<file path="config.mk">
export PLATFORM = sky130hd
export DESIGN_NAME = alu_share_arbiter
export DESIGN_NICKNAME = d
export VERILOG_FILES = /design/src/rtl/alu_share_arbiter_pkg.sv /design/src/rtl/alu_share_arbiter_rr_arbiter2.sv /design/src/rtl/alu_share_arbiter.sv
export SDC_FILE = /design/constraint.sdc
export NUM_CORES = 1
export LEC_CHECK = 0
export ABC_CLOCK_PERIOD_IN_PS = 4300
export CAP_MARGIN = 20
export CORE_MARGIN = 2
export CORE_UTILIZATION = 45
export CTS_BUF_LIST = sky130_fd_sc_hd__clkbuf_16
export CTS_CLUSTER_DIAMETER = 50
export DETAILED_ROUTE_END_ITERATION = 10
export GPL_TIMING_DRIVEN = 0
export PLACE_DENSITY = 0.91
export SETUP_SLACK_MARGIN = 0.02
export SYNTH_ARGS = -nofsm -noshare
export SYNTH_HDL_FRONTEND = slang
export SYNTH_HIERARCHICAL = 1
export SYNTH_SLANG_ARGS = --single-unit
</file>
<file path="constraint.sdc">
create_clock -name clk -period 4.3 [get_ports clk]
set_input_delay 0.645 -clock clk [delete_from_list [all_inputs] [get_ports clk]]
set_output_delay 0.645 -clock clk [all_outputs]
set_load 0.05 [all_outputs]
</file>
<file path="src/rtl/alu_share_arbiter_pkg.sv">
// Shared types and constants for the two-requester ALU sharing block.
// ALU op encodings are the values requesters place on their op field.
package alu_share_arbiter_pkg;

    localparam int WIDTH_DEF = 32;
    localparam int OPW_DEF   = 3;
    localparam int NREQ      = 2;

    localparam logic [2:0] ALU_AND = 3'b000;
    localparam logic [2:0] ALU_OR  = 3'b001;
    localparam logic [2:0] ALU_ADD = 3'b010;
    localparam logic [2:0] ALU_SUB = 3'b110;
    localparam logic [2:0] ALU_SLT = 3'b111;

    typedef logic req_id_t;

endpackage

</file>
<file path="src/rtl/alu_share_arbiter_rr_arbiter2.sv">
// Two-way round-robin arbiter; the requester granted last loses a tie.
// Reusable for any unit shared by two clients with one grant per cycle.
module rr_arbiter2
    import alu_share_arbiter_pkg::*;
(
    input  logic       clk,
    input  logic       rst_n,
    input  logic [1:0] req,
    output logic [1:0] grant,
    output req_id_t    grant_id
);

    req_id_t last_reg;

    always_comb begin
        grant = req;
        if (req == 2'b11) begin
            grant = (last_reg == 1'b1) ? 2'b01 : 2'b10;
        end
    end

    assign grant_id = req_id_t'(grant[1]);

    // Starting with last=1 gives requester 0 the first tie.
    always_ff @(posedge clk or negedge rst_n) begin
        if (!rst_n) begin
            last_reg <= 1'b1;
        end else if (|grant) begin
            last_reg <= grant_id;
        end
    end

endmodule

</file>
<file path="src/rtl/alu_share_arbiter.sv">
// Shares one combinational ALU between two valid/ready requesters with a
// one-entry response buffer each and a fixed two-cycle issue-to-response path.
module alu_share_arbiter
    import alu_share_arbiter_pkg::*;
#(
    parameter int WIDTH = WIDTH_DEF,
    parameter int OPW   = OPW_DEF,
    parameter int CNTW  = 16
) (
    input  logic             clk,
    input  logic             rst_n,

    input  logic             req0_valid,
    output logic             req0_ready,
    input  logic [WIDTH-1:0] req0_a,
    input  logic [WIDTH-1:0] req0_b,
    input  logic [OPW-1:0]   req0_op,
    output logic             rsp0_valid,
    input  logic             rsp0_ready,
    output logic [WIDTH-1:0] rsp0_c,

    input  logic             req1_valid,
    output logic             req1_ready,
    input  logic [WIDTH-1:0] req1_a,
    input  logic [WIDTH-1:0] req1_b,
    input  logic [OPW-1:0]   req1_op,
    output logic             rsp1_valid,
    input  logic             rsp1_ready,
    output logic [WIDTH-1:0] rsp1_c,

    output logic [WIDTH-1:0] alu_a,
    output logic [WIDTH-1:0] alu_b,
    output logic [OPW-1:0]   alu_d,
    input  logic [WIDTH-1:0] alu_c,

    output logic [CNTW-1:0]  issue_cnt
);

    logic [NREQ-1:0]  req_valid;
    logic [NREQ-1:0]  rsp_ready;
    logic [NREQ-1:0]  eligible;
    logic [NREQ-1:0]  grant;
    logic [NREQ-1:0]  pending;
    logic [NREQ-1:0]  rsp_valid;
    logic [WIDTH-1:0] req_a [NREQ];
    logic [WIDTH-1:0] req_b [NREQ];
    logic [OPW-1:0]   req_op [NREQ];
    logic [WIDTH-1:0] rsp_c [NREQ];
    req_id_t          grant_id;
    logic             accept;

    logic             issue_valid_reg;
    logic [WIDTH-1:0] issue_a_reg;
    logic [WIDTH-1:0] issue_b_reg;
    logic [OPW-1:0]   issue_op_reg;
    req_id_t          issue_id_reg;
    logic [CNTW-1:0]  issue_cnt_reg;

    assign req_valid = {req1_valid, req0_valid};
    assign rsp_ready = {rsp1_ready, rsp0_ready};
    assign req_a[0]  = req0_a;
    assign req_a[1]  = req1_a;
    assign req_b[0]  = req0_b;
    assign req_b[1]  = req1_b;
    assign req_op[0] = req0_op;
    assign req_op[1] = req1_op;

    // Gating with rst_n keeps ready low while reset is held.
    assign eligible = req_valid & ~pending & {NREQ{rst_n}};

    rr_arbiter2 u_arb (
        .clk      (clk),
        .rst_n    (rst_n),
        .req      (eligible),
        .grant    (grant),
        .grant_id (grant_id)
    );

    assign accept = |grant;

    always_ff @(posedge clk or negedge rst_n) begin
        if (!rst_n) begin
            issue_valid_reg <= 1'b0;
            issue_a_reg     <= '0;
            issue_b_reg     <= '0;
            issue_op_reg    <= '0;
            issue_id_reg    <= 1'b0;
            issue_cnt_reg   <= '0;
        end else begin
            issue_valid_reg <= accept;
            if (accept) begin
                issue_a_reg   <= req_a[grant_id];
                issue_b_reg   <= req_b[grant_id];
                issue_op_reg  <= req_op[grant_id];
                issue_id_reg  <= grant_id;
                issue_cnt_reg <= issue_cnt_reg + 1'b1;
            end
        end
    end

    // Idle ALU inputs are parked at zero so the ALU sees no stale toggling.
    assign alu_a     = issue_valid_reg ? issue_a_reg  : '0;
    assign alu_b     = issue_valid_reg ? issue_b_reg  : '0;
    assign alu_d     = issue_valid_reg ? issue_op_reg : '0;
    assign issue_cnt = issue_cnt_reg;

    genvar gi;
    generate
        for (gi = 0; gi < NREQ; gi++) begin : g_rsp
            logic             pending_reg;
            logic             valid_reg;
            logic [WIDTH-1:0] c_reg;
            logic             capture;
            logic             drain;

            assign capture = issue_valid_reg && (issue_id_reg == req_id_t'(gi));
            assign drain   = valid_reg && rsp_ready[gi];

            // Pending blocks re-issue until drain, so capture never hits a full buffer.
            always_ff @(posedge clk or negedge rst_n) begin
                if (!rst_n) begin
                    pending_reg <= 1'b0;
                    valid_reg   <= 1'b0;
                    c_reg       <= '0;
                end else begin
                    if (grant[gi]) begin
                        pending_reg <= 1'b1;
                    end else if (drain) begin
                        pending_reg <= 1'b0;
                    end
                    if (capture) begin
                        valid_reg <= 1'b1;
                        c_reg     <= alu_c;
                    end else if (drain) begin
                        valid_reg <= 1'b0;
                    end
                end
            end

            assign pending[gi]   = pending_reg;
            assign rsp_valid[gi] = valid_reg;
            assign rsp_c[gi]     = c_reg;
        end
    endgenerate

    assign req0_ready = grant[0];
    assign req1_ready = grant[1];
    assign rsp0_valid = rsp_valid[0];
    assign rsp1_valid = rsp_valid[1];
    assign rsp0_c     = rsp_c[0];
    assign rsp1_c     = rsp_c[1];

endmodule

</file>
Word-level counts from Yosys, hierarchy flattened. Cells that the tools add are included. W data, S select, Z words.

Register bits after elaboration: 154. Input bits: 172. Output and inout bits: 151.

$add $sub $neg: 1. Order comparisons: 1. Equal/unequal tests: 1. Mux-type cells: 20. Bitwise operators: 5. Reductions and logical operators: 9.

Operators with widths (number): $mux W32 (8); $add A16 B1 Y16 const B (1); $mux W3 (4); $reduce_bool A2 Y1 (4); $mux W1 (6); $and A2 B2 Y2 (2); $logic_and A1 B1 Y1 (4); $mux W2 (2); $eq A2 B2 Y1 const B (1); $ge A2 B2 Y1 const B (1); $not A1 Y2 (1); $not A2 Y2 (1); $reduce_or A2 Y1 (1); $not A1 Y1 (1).

Depth between registers and ports, before layout. Gate-level depths: netlist of the first run.

Word-level depth: 9. Depth in mapped cells: 10.

Cells and area by module. Netlist of the first run, hierarchy kept.

By module, submodules not included: alu_share_arbiter (times used 1, cells each 576, area an instance 6797.8 um^2, seq. area each 3828.7 um^2); rr_arbiter2 (times used 1, cells each 7, area an instance 61.3 um^2, seq. area each 26.3 um^2).

Least setup slack after synthesis of the first run. OpenSTA, ideal clock, no wires.

Kind: in2reg. Start point: input port rst_n. End point: register issue_cnt_reg[8], in the netlist issue_cnt[8]. Data arrival time: 2543 ps. Setup slack: 1616 ps. Stages on the path: 7. Path buffers: 0. Path through: nand2_1 nor2_1 a21boi_1 o21a_1 and4_1 nand4_1 xnor2_1.

Cells in the longest elaborated chain, start to end: 4.

RTL lines: start, declared (RTL line alu_share_arbiter.sv:11) `input logic rst_n,`; $and A2 B2 Y2 * (RTL line alu_share_arbiter.sv:69) `assign eligible = req_valid & ~pending & {NREQ{rst_n}};`; via eligible[0] (RTL line alu_share_arbiter.sv:41) `logic [NREQ-1:0] eligible;`; $eq A2 B2 Y1 (RTL line alu_share_arbiter_rr_arbiter2.sv:17) `if (req == 2'b11) begin`; $mux W2 * (RTL line alu_share_arbiter_rr_arbiter2.sv:17); via req0_ready (RTL line alu_share_arbiter.sv:14) `output logic req0_ready,`; $reduce_or A2 Y1 * (RTL line alu_share_arbiter.sv:79) `assign accept = |grant;`; end signal, assigned (RTL line alu_share_arbiter.sv:96) `issue_cnt_reg <= issue_cnt_reg + 1'b1;`; end, declared (RTL line alu_share_arbiter.sv:57) `logic [CNTW-1:0] issue_cnt_reg;`.

The timed path passes the listed nets; every way through them passes the cells marked *. A chain may end at the register's enable or synchronous reset.

Worst setup path in the final report of the first run.
Start point: input port rst_n. End point: output port req0_ready.

Cells in the longest elaborated chain, start to end: 3.

RTL lines (RTL line): $and A2 B2 Y2 * (alu_share_arbiter.sv:69); via eligible[0] (alu_share_arbiter.sv:41); $eq A2 B2 Y1 (alu_share_arbiter_rr_arbiter2.sv:17); $mux W2 * (alu_share_arbiter_rr_arbiter2.sv:17); end, declared (alu_share_arbiter.sv:14).

Marked as above.

==> out/qor.csv, run 1 <==
metric,value,unit
status,completed,
core,0.01503,mm^2
p_leak,4.454,nW
finalPower,8.199,mW
dieArea,0.01625,mm^2
syn-num-nets,756,
cap_violations,0,
synth_adder_area_share,0.1824,%
fin_crit,3.737,ns
synthMuxAreaShare,20.61,%
die_h,127.5,um
power_frac_seq,30.1,%
netSwitchingFraction,43.11,%
synth-compound-area-share,5.691,%
cts_setup_buffers,0,
wl,20.24,mm
postCtsResizedCells,0,
slew_headroom,61.24,%
antenna_found_initial,0,
ctsRootBufferMaster,clkbuf_16,
cts_hold_buf,0,
clkTransAtPathRegs,0.06,ns
grt_max_degree,101,
skew,0.007784,ns
path_buf_inv,3,
grt_use_total,25.02,%
endpoint_kind,primary output,
critPathMaxFanout,100,
clk_latency,0.41,ns
cts_buffers,17,
drc_errors,0,
cts_sinks,154,
crit_family,buffers and inverters,
ys_seq_area_share,56.20,%
num_vias,5733,
row_count,45,
portBuffers,322,
synth_xor_area_share,1.915,%
utilization,73.02,%
hpwl,15.45,mm
cell_internal_pwr,4.664,mW
synthSimpleGateAreaFrac,12.28,%
switching_power,3.535,mW
h-tree-depth,4,
cts_tree,done,
fin_cells,1125,
critPathKind,input pin to primary output,
cp.required,3.65,ns
powerDensity,746.9,mW/mm^2
crit_arrival,3.09,ns
place.gp.congestion,0.8392,
syn-cell-area,0.006859,mm^2
dp.cells,1094,
first_iter_violations,190,
wl_per_cell,17.99,um
slowest_delay,0.91,ns
share_comb_of_total_power,50.5,%
cp-start-kind,input pin,
synth-seq-cells,154,
synth.avg_cell_area,11.77,um^2
rsz0062_at_grt,no,
drtPass1Iterations,5,
synth_top_family_by_area,multiplexers,
fp.dieW,127.5,um
synthesis.instances,583,
grt_overflow,0,
synth_warnings,6,
max_slew.worst_pin.slew,0.5796,ns
area.growth.synth_to_final,60.03,%
grt_pass1_wl,31.38,mm
setup_viol,0,
final_common_cell,clkdlybuf4s50_1,
slew_viol_final,0,
layout_common_cells,"clkdlybuf4s50_1, dfrtp_1, nor2_1",
stdcell_area,0.01098,mm^2
grt_pass1_vias,5916,
setup_tns,0,ns
ant_nets,0,
period_share,86.90,%
p_clk_share,19.4,%
final-hold-violation-count,0,
drive_above_1_share,13.98,%
place_area,0.01035,mm^2
path_cells,buf_6 > buf_16 > nand2_1 > nor2_1 > a21boi_1 > clkdlybuf4s50_1,
via_per_inst,5.096,
cp_slowest_cell,clkdlybuf4s50_1,
max_freq,267.6,MHz
start_util,45.63,%
min_path_type,input pin to async pin,
cts_buffer_depth,2,
nNetsFinal,1098,
ios,323,
ys_types,30,
peakVddDrop,0.5553,mV
antenna_cells,0,
synth_stat cells:
library cell	count	area [um^2]
a21boi_0	1	7.510
xnor2_1	13	113.9
dfstp_2	1	26.28
nor2b_1	1	6.260
and3_1	2	12.51
mux2i_1	67	670.6
nand3_1	6	30.03
a21oi_1	68	340.3
and3_2	1	7.510
mux2_2	66	743.2
xor2_1	2	17.52
nor2_1	69	259.0
and4_4	2	22.52
buf_2	21	105.1
and2_1	68	425.4
nand2_1	8	30.03
or2_1	1	6.260
a21o_1	3	22.52
and4_1	1	8.760
o21a_1	1	7.510
clkbuf_1	10	37.54
nand4_2	1	12.51
inv_1	3	11.26
dfrtp_1	153	3829
ha_1	1	12.51
buf_4	8	60.06
o21ai_0	1	5.000
nand4_1	2	12.51
and3b_1	1	8.760
a21boi_1	1	7.510
final cells by class:
cell class                 count  area [um^2]
tap                          188        235.2
inverter                       3        11.26
sequential                   154         3855
timing repair buffer         323         3252
fill                        1040         4056
clock inverter                14        205.2
clock buffer                  17        425.4
buffer                        39        202.7
multi-input combinational    387         2790
stage by stage:
stage | hold WS, ns | setup slack (ns)
3_3_place_gp | 0.4517 | -4.583
4_1_cts | 0.1998 | 0.4778
2_1_floorplan | 0.3494 | 1.616
5_1_grt | 0.2146 | 0.2806
6_report | 0.1948 | 0.5632
3_5_place_dp | 0.4712 | 0.4981
power groups by stage:
stage          Combinational, mW  Sequential (mW)  Clock (mW)
2_1_floorplan               1.50             3.61           0
3_3_place_gp                4.08             2.45           0
3_5_place_dp                4.14             2.48           0
4_1_cts                     4.16             2.47        1.61
5_1_grt                     4.32             2.56        1.68
6_report                    4.14             2.47        1.59
layer usage:
layer,share of wire (%),global-route usage (%),vias up
met5,0,0,-
met2,53,44.39,226
met3,6.3,6.449,31
li1,-,-,2672
met4,2.4,9.050,0
met1,39,29.32,2804
path summary, 6_finish.rpt:
check,slack (ns),endpoint,cells past startpoint,startpoint
worst max register to register,2.17,issue_b_reg[8],8,g_rsp[1].pending_reg
max in group asynchronous,3.25,issue_a_reg[30],2,rst_n
min in group clk,0.48,g_rsp[1].pending_reg,1,g_rsp[1].pending_reg
worst min register to register,0.48,g_rsp[1].pending_reg,1,g_rsp[1].pending_reg
worst max-delay path,0.56,req0_ready,6,rst_n
worst min-delay path,0.19,rsp1_c[14],1,rst_n
cell families after synthesis:
group           Yosys count
compound gates           75
xor+xnor                 15
fa+ha+maj                 1
buf+inv                  42
flops                   154
mux                     133
simple gates            163
worst reg2reg max path: stages, from the launching register on:
cell	delay, ns
dfrtp_1	0.37
and3b_1	0.25
a21boi_0	0.25
buf_4	0.18
or2_1	0.09
clkbuf_1	0.17
buf_2	0.30
buf_2	0.29
a21oi_1	0.10
(Power assumes the default switching activity.)
==> inputs of run 2 (changes only) <==
--- a/config.mk
+++ b/config.mk
@@ -13,6 +13,7 @@
 export CTS_CLUSTER_DIAMETER = 50
 export DETAILED_ROUTE_END_ITERATION = 10
 export GPL_TIMING_DRIVEN = 0
+export HOLD_SLACK_MARGIN = 0.12
 export PLACE_DENSITY = 0.91
 export SETUP_SLACK_MARGIN = 0.02
 export SYNTH_ARGS = -nofsm -noshare
==> results of run 2 <==
The final DEF is identical to that of run 1; final timing and power are the same.
